--- src/rtl/rd_capture_sdr_16_pkg.sv ---
// Shared SDR-16 definitions: command encodings, CAS-latency codes, burst/beat
// geometry and the read-capture beat FSM state type.
package sdr_16_defs;

  localparam int BEAT_W    = 16;
  localparam int BURST_LEN = 2;
  localparam int WORD_W    = BEAT_W * BURST_LEN;

  // {cs_n, ras_n, cas_n, we_n}
  typedef enum logic [3:0] {
    CMD_LMR = 4'b0000,
    CMD_REF = 4'b0001,
    CMD_PRE = 4'b0010,
    CMD_ACT = 4'b0011,
    CMD_WR  = 4'b0100,
    CMD_RD  = 4'b0101,
    CMD_BST = 4'b0110,
    CMD_NOP = 4'b0111
  } sdr_cmd_t;

  typedef enum logic [2:0] {
    CL_2 = 3'd2,
    CL_3 = 3'd3
  } cas_lat_t;

  typedef enum logic {
    ST_IDLE  = 1'b0,
    ST_BEAT1 = 1'b1
  } beat_state_t;

  function automatic bit rd_cfg_ok(int cl, int io_dly);
    return (cl >= 2) && (cl <= 3) && (io_dly >= 0) && (io_dly <= 2) && (cl + io_dly >= 1);
  endfunction

endpackage

--- src/rtl/rd_capture_sdr_16_fifo.sv ---
// Small synchronous first-word-fall-through FIFO; also used on the egress side.
module rd_fifo_sync #(
  parameter int dw = 32,
  parameter int aw = 2
) (
  input  logic          clk,
  input  logic          rst,
  input  logic          push,
  input  logic [dw-1:0] din,
  input  logic          pop,
  output logic [dw-1:0] dout,
  output logic          full,
  output logic          empty
);

  logic [dw-1:0] mem [2**aw];
  logic [aw:0]   wptr;
  logic [aw:0]   rptr;
  logic          do_push;
  logic          do_pop;

  assign full    = (wptr[aw] != rptr[aw]) && (wptr[aw-1:0] == rptr[aw-1:0]);
  assign empty   = (wptr == rptr);
  assign do_pop  = pop && !empty;
  // A full FIFO still accepts a push when the head leaves in the same cycle.
  assign do_push = push && (!full || do_pop);

  assign dout = empty ? '0 : mem[rptr[aw-1:0]];

  always_ff @(posedge clk) begin
    if (do_push) begin
      mem[wptr[aw-1:0]] <= din;
    end
  end

  always_ff @(posedge clk) begin
    if (rst) begin
      wptr <= '0;
      rptr <= '0;
    end else begin
      if (do_push) begin
        wptr <= wptr + 1'b1;
      end
      if (do_pop) begin
        rptr <= rptr + 1'b1;
      end
    end
  end

endmodule

--- src/rtl/rd_capture_sdr_16.sv ---
// SDRAM read-data return path: times beat capture from cmd_read, packs 2-beat
// bursts into 32-bit words and queues them toward the consumer.
module rd_capture_sdr_16
  import sdr_16_defs::*;
#(
  parameter int cl      = 2,
  parameter int io_dly  = 1,
  parameter int fifo_aw = 2
) (
  input  logic                sdram_clk,
  input  logic                sdram_rst,
  input  logic                cmd_read,
  input  logic [BEAT_W-1:0]   dq_i,
  output logic [WORD_W-1:0]   dat_o,
  output logic                dat_vld_o,
  input  logic                dat_rdy_i,
  output logic                busy_o,
  output logic                overflow_o,
  output logic                proto_err_o
);

  localparam int L = cl + io_dly;

  if (!rd_cfg_ok(cl, io_dly)) begin : g_cfg_check
    $error("rd_capture_sdr_16: unsupported cl=%0d / io_dly=%0d", cl, io_dly);
  end

  logic [L-1:0]      dly;
  beat_state_t       state;
  logic [BEAT_W-1:0] hi_reg;
  logic              tap;
  logic              push;
  logic [WORD_W-1:0] push_word;
  logic              fifo_full;
  logic              fifo_empty;

  assign tap       = dly[L-1];
  assign push      = (state == ST_BEAT1);
  assign push_word = {hi_reg, dq_i};

  // Beat FSM: first beat parks in hi_reg, second beat completes the word.
  always_ff @(posedge sdram_clk) begin
    if (sdram_rst) begin
      dly         <= '0;
      state       <= ST_IDLE;
      hi_reg      <= '0;
      overflow_o  <= 1'b0;
      proto_err_o <= 1'b0;
    end else begin
      dly[0] <= cmd_read;
      for (int i = 1; i < L; i++) begin
        dly[i] <= dly[i-1];
      end

      case (state)
        ST_IDLE: begin
          if (tap) begin
            hi_reg <= dq_i;
            state  <= ST_BEAT1;
          end
        end
        ST_BEAT1: begin
          if (tap) begin
            hi_reg      <= dq_i;
            proto_err_o <= 1'b1;
          end else begin
            state <= ST_IDLE;
          end
        end
        default: state <= ST_IDLE;
      endcase

      if (cmd_read && dly[0]) begin
        proto_err_o <= 1'b1;
      end
      // A pop in the same cycle frees a slot, so only an unserved full drops.
      if (push && fifo_full && !dat_rdy_i) begin
        overflow_o <= 1'b1;
      end
    end
  end

  rd_fifo_sync #(
    .dw(WORD_W),
    .aw(fifo_aw)
  ) u_fifo (
    .clk   (sdram_clk),
    .rst   (sdram_rst),
    .push  (push),
    .din   (push_word),
    .pop   (dat_rdy_i),
    .dout  (dat_o),
    .full  (fifo_full),
    .empty (fifo_empty)
  );

  assign dat_vld_o = !fifo_empty;
  assign busy_o    = (|dly) || (state == ST_BEAT1);

endmodule

--- config.mk ---
export PLATFORM = sky130hd
export DESIGN_NAME = rd_capture_sdr_16
export DESIGN_NICKNAME = d
export VERILOG_FILES = /design/src/rtl/rd_capture_sdr_16_pkg.sv /design/src/rtl/rd_capture_sdr_16_fifo.sv /design/src/rtl/rd_capture_sdr_16.sv
export SDC_FILE = /design/constraint.sdc
export NUM_CORES = 1
export LEC_CHECK = 0
export BUFFER_PORTS_ARGS = -buffer_cell sky130_fd_sc_hd__buf_2
export CAP_MARGIN = 20
export CORE_UTILIZATION = 55
export DETAILED_ROUTE_END_ITERATION = 10
export PLACE_DENSITY = 0.75
export SYNTH_ARGS = -nofsm -noshare
export SYNTH_HDL_FRONTEND = slang
export SYNTH_SLANG_ARGS = --single-unit
export TNS_END_PERCENT = 30
--- constraint.sdc ---
create_clock -name sdram_clk -period 5.7 [get_ports sdram_clk]
set_input_delay 1.14 -clock sdram_clk [delete_from_list [all_inputs] [get_ports sdram_clk]]
set_output_delay 1.14 -clock sdram_clk [all_outputs]
set_load 0.05 [all_outputs]
Word level (Yosys, flattened, before mapping)
Memories as Yosys holds them, arrays and structs flattened. A register that Yosys moved wholly into a read port is not among the register bits.
Index checks and enable logic that the tools add are counted.

word-level totals
  register bits = 28
  memory bits (writable) = 128
  bits of input ports = 20
  output and inout port bits = 36
  word-level logic and storage cells = 38
  memories kept = 1

cells by class
  add/subtract/negate cells = 2
  equal/unequal tests = 3
  mux-type cells = 10
  reduce and logical (&&, ||, !) cells = 15

memory list
  name        words  width  rd ports  clocked after memory_dff  write ports  line                          RTL
  u_fifo.mem  4      32     1         1                         1            rd_capture_sdr_16_fifo.sv:16  logic [dw-1:0] mem [2**aw];

operator list
  operator                                                       number
  32-bit 2-to-1 mux                                              1
  16-bit 2-to-1 mux                                              1
  3-bit by 1-bit adder with 3-bit output, second input constant  2
  1-bit logical AND                                              6
  1-bit 2-to-1 mux                                               6
  2-bit 2-to-1 mux                                               2
  2-bit nonzero test                                             2
  3-bit equality test                                            1
  1-bit zero test                                                3
  3-bit OR reduction                                             1
  2-bit equality test                                            1
  1-bit logical OR                                               2
  2-bit AND reduction                                            1
  1-bit inequality test                                          1

Longest topological paths before layout
  depth in word-level cells = 7
  gate-level depth with buffers = 5
  mapped depth without buffers = 5

By module
Synthesis repeated with hierarchy kept, for this count alone.

second synthesis, totals
  cells, all modules = 325
  area, all modules = 6074.6 µm²

modules (own cells, without submodules)
  module             times used  cells each  area an instance (µm²)  seq. area each (µm²)
  rd_fifo_sync       1           256         5315.1                  4003.8
  rd_capture_sdr_16  1           69          759.5                   440.4

Worst setup path before layout
OpenSTA, ideal clock, no wires.

  path kind = register -> output
  start point = register u_fifo.wptr[1]
  end point = output dat_o[10]
  arrival time = 1.769 ns
  required time = 4.560 ns
  path slack = 2.791 ns
  stages on the path, launching flop included = 5
  path buffers = 1
  path through = dfxtp_1 > xor2_4 > nor3_2 > clkbuf_1 > nor2b_1

on the way
  longest elaborated chain between the ends = 2

ends and longest elaborated chain
  item                      line                          RTL
  start: declaration        rd_capture_sdr_16_fifo.sv:17  logic [aw:0] wptr;
  start signal: assignment  rd_capture_sdr_16_fifo.sv:42  wptr <= wptr + 1'b1;
  3-bit equality test       rd_capture_sdr_16_fifo.sv:23  assign empty = (wptr == rptr);
  32-bit 2-to-1 mux         rd_capture_sdr_16_fifo.sv:28  assign dout = empty ? '0 : mem[rptr[aw-1:0]];
  end: declaration          rd_capture_sdr_16.sv:14       output logic [WORD_W-1:0] dat_o,

Every way passes these cells.

==> summary.md <==
| Metric | Value |
|---|---|
| Outcome | finished clean |
| Clk pin slew, worst setup/hold paths | approximately 0.060 ns |
| Crit end category | output port |
| Sequential fraction of the synthesis area | 0.736 |
| Hold depth | 1 |
| Syn. warnings | 0 |
| Chip height | ~110 µm |
| Asr flop ratio synth | 0 |
| WP data arrival | between 2 and 3 ns |
| Final worst setup slack | 2.04 ns |
| # Max-Cap Violations | 0 |
| Core ar. | between 0.01 and 0.015 mm² |
| DRT Pass-1 Iters | 4 |
| Setup Crit Path Kind | reg2out |
| Main synth FF type | edfxtp_1 |
| Iter 0 DRT Violations | between 100 and 150 |
| Max IR drop VDD | 232 µV |
| Die X | 107 µm |
| GRT Residual Overflow | 0 |
| Data required time of the worst path | 4.56 ns |
| Place WS | 2.53 ns |
| Setup Buffers After CTS | 0 |
| Highest routed layer | met4 |
| Netlist Area Pre-Place | approximately 0.006 mm² |
| Syn Inst Count | between 300 and 400 |
| DRT antenna net count | 0 |
| Hold WC Path Type | reg2reg |
| Via Count | roughly 2900 |
| Clk_lat worst skew | roughly 0.52 ns |
| Max FFs per register | between 100 and 150 |
| Worst R2R Path Depth | 4 |
| Netlist cell types | 26 |
| Met1 wire length | ~4.4 mm |
| Total power | 2470 µW |
| WL/cell | around 19 µm |
| Relative slew slack | 0.608 |
| Vias in the first global route | between 3000 and 4000 |
| Pin count of the biggest net entering global routing | 33 |
| # DRC | 0 |
| Area added between synthesis and finish | 17.0% |
| Number of synthesized register bits | around 160 |
| Crit start category | flip-flop |
| FP Rows | 37 |
| DR vias/cell | approximately 5.5 |
| Fin. Hold Viols | 0 |
| Dpl hpwl | 5.75 mm |
| RR Endpoint | u_fifo.mem[3][26] |
| Fin crit period | about 3.7 ns |
| Tcrit/Tclk final | 0.642 |
| Post-synthesis net count | 340 |
| Measured slew at the worst slew-check pin | around 0.59 ns |
| CTS buffer count | 17 |
| Share of layout cells above drive strength 1 | 0.332 |
| Layout Nets | around 400 |
| Placer Congestion | around 0.70 |
| GRT Util Overall | 0.199 |
| Clk_skew | approximately 0.0059 ns |
| Root Driver | clkbuf_8 |
| WL final | around 10 mm |
| Finish-stage setup viols | 0 |
| # clock sinks | between 150 and 200 |
| Post-route setup TNS | 0 ns |
| Clk buf depth | 2 |
| Worst hold path endpoint | dly[2] |
| Die ar. | about 0.011 mm² |
| Met3 WL post-DR | 413 µm |
| Fin. max-slew vios | 0 |
| EDFF count, synth | approximately 130 |
| R2r setup slk | roughly 3.5 ns |
| Met2 routed WL | ~5.2 mm |
| CTS Hold Bufs | 0 |
| RSZ-0062 raised after global routing | no |
| ANT cells | 0 |
| Critical Path Fanout Max | 23 |
| Antenna violations before repair | 0 |
| Depth of the CTS H-tree | 4 |
| CTS tree | done |
| Leakage | 0.00235 µW |
| CTS resizes | 0 |
| Port bufs | 55 |
| Initial core utilization | 0.575 |
| First-pass GRT wire length | 16.1 mm |
| Min-delay src | dly[1] |
| Post-Syn Area per Cell | roughly 19 µm² |
| Max Clock Freq | 273 MHz |
| Worst flop-to-flop path startpoint | u_fifo.wptr[0] |
| Ports | 56 |
| P per Cell Area | approximately 350 mW/mm² |
[power by group]
part	total, µW	switching (µW)	internal, µW
clock network	1090	415	676
registers	1260	7.01	1250
logic	123	85.6	37.7
[Yosys cell counts (2+ instances only)]
| cell type | number | area share |
|---|---|---|
| edfxtp_1 | 128 | 0.64 |
| nor2b_1 | 37 | 0.038 |
| mux4_2 | 32 | 0.12 |
| dfxtp_1 | 30 | 0.099 |
| nor2_1 | 25 | 0.016 |
| mux2i_1 | 18 | 0.030 |
| buf_2 | 7 | 0.0058 |
| clkbuf_1 | 6 | 0.0037 |
| ha_1 | 5 | 0.010 |
| and2_1 | 4 | 0.0041 |
| inv_1 | 4 | 0.0025 |
| xor2_1 | 4 | 0.0058 |
| xnor2_1 | 2 | 0.0029 |
[kinds of logic (layout without fill, tap and decap cells)]
kind of cell	count (synthesis)	count (layout)	share of synthesized area
flip-flops	158	158	0.736
AND/OR/NAND/NOR	69	69	0.0619
multiplexers	50	50	0.149
buffers and inverters	19	99	0.0139
XOR/XNOR	8	8	0.0159
AO/OA/AOI/OAI	6	6	0.0130
adder cells (fa/ha/maj)	5	5	0.0104
[metal layers]
| layer | GRT usage | vias up |
|---|---|---|
| met5 | 0 | - |
| met4 | 0.0969 | 0 |
| met3 | 0.0456 | 12 |
| met2 | 0.329 | 66 |
| met1 | 0.250 | 1511 |
| li1 | - | 1348 |
[layout by cell type (no fill, tap or decap), types with 2 or more instances in the layout]
cell	count
and2_1	4
buf_2	55
buf_4	8
bufinv_16	3
clkbuf_1	3
clkbuf_16	16
clkbuf_8	2
clkinv_2	4
clkinvlp_4	3
dfxtp_1	29
edfxtp_1	128
ha_1	5
inv_1	4
mux2i_1	18
mux4_2	32
nor2_1	25
nor2b_1	37
xnor2_1	2
xor2_1	4
[layout make-up]
| type | count | area (µm²) |
|---|---|---|
| multi-input combinational | 138 | 1520 |
| inverter | 4 | 15.0 |
| sequential | 158 | 4450 |
| clock buffer | 21 | 439 |
| tap | 136 | 170 |
| clock inverter | 11 | 141 |
| timing repair buffer | 63 | 335 |
| fill | 693 | 3440 |
[per-stage QoR]
stage | std cells | instance area, µm² | util | hold WS (ns)
after detailed placement | 499 | 6480 | 0.617 | 0.460
after floorplan | 315 | 6040 | - | 0.429
after global placement | 499 | 6480 | 0.617 | 0.440
after CTS | 531 | 7070 | 0.672 | 0.472
after global routing | 531 | 7070 | 0.672 | 0.478
final | 531 | 7070 | 0.672 | 0.470
[worst max-delay path: stages (launching register included)]
cell,delay (ns)
dfxtp_2,0.52
buf_4,0.51
mux4_2,0.59
nor2b_1,0.15
buf_2,0.22
[worst max-delay path by stage]
stage                         startpoint   endpoint  slack (ns)  cells after the start
after floorplan           u_fifo.wptr[1]  dat_o[10]        2.79                      4
after global placement         flip-flop  dat_o[24]        2.52                      4
after detailed placement       flip-flop  dat_o[24]        2.53                      4
after CTS                      flip-flop  dat_o[24]        1.95                      4
after global routing           flip-flop  dat_o[21]        1.88                      4
final                          flip-flop  dat_o[24]        2.04                      4
No activity file was read; power rests on OpenSTA's default activity.
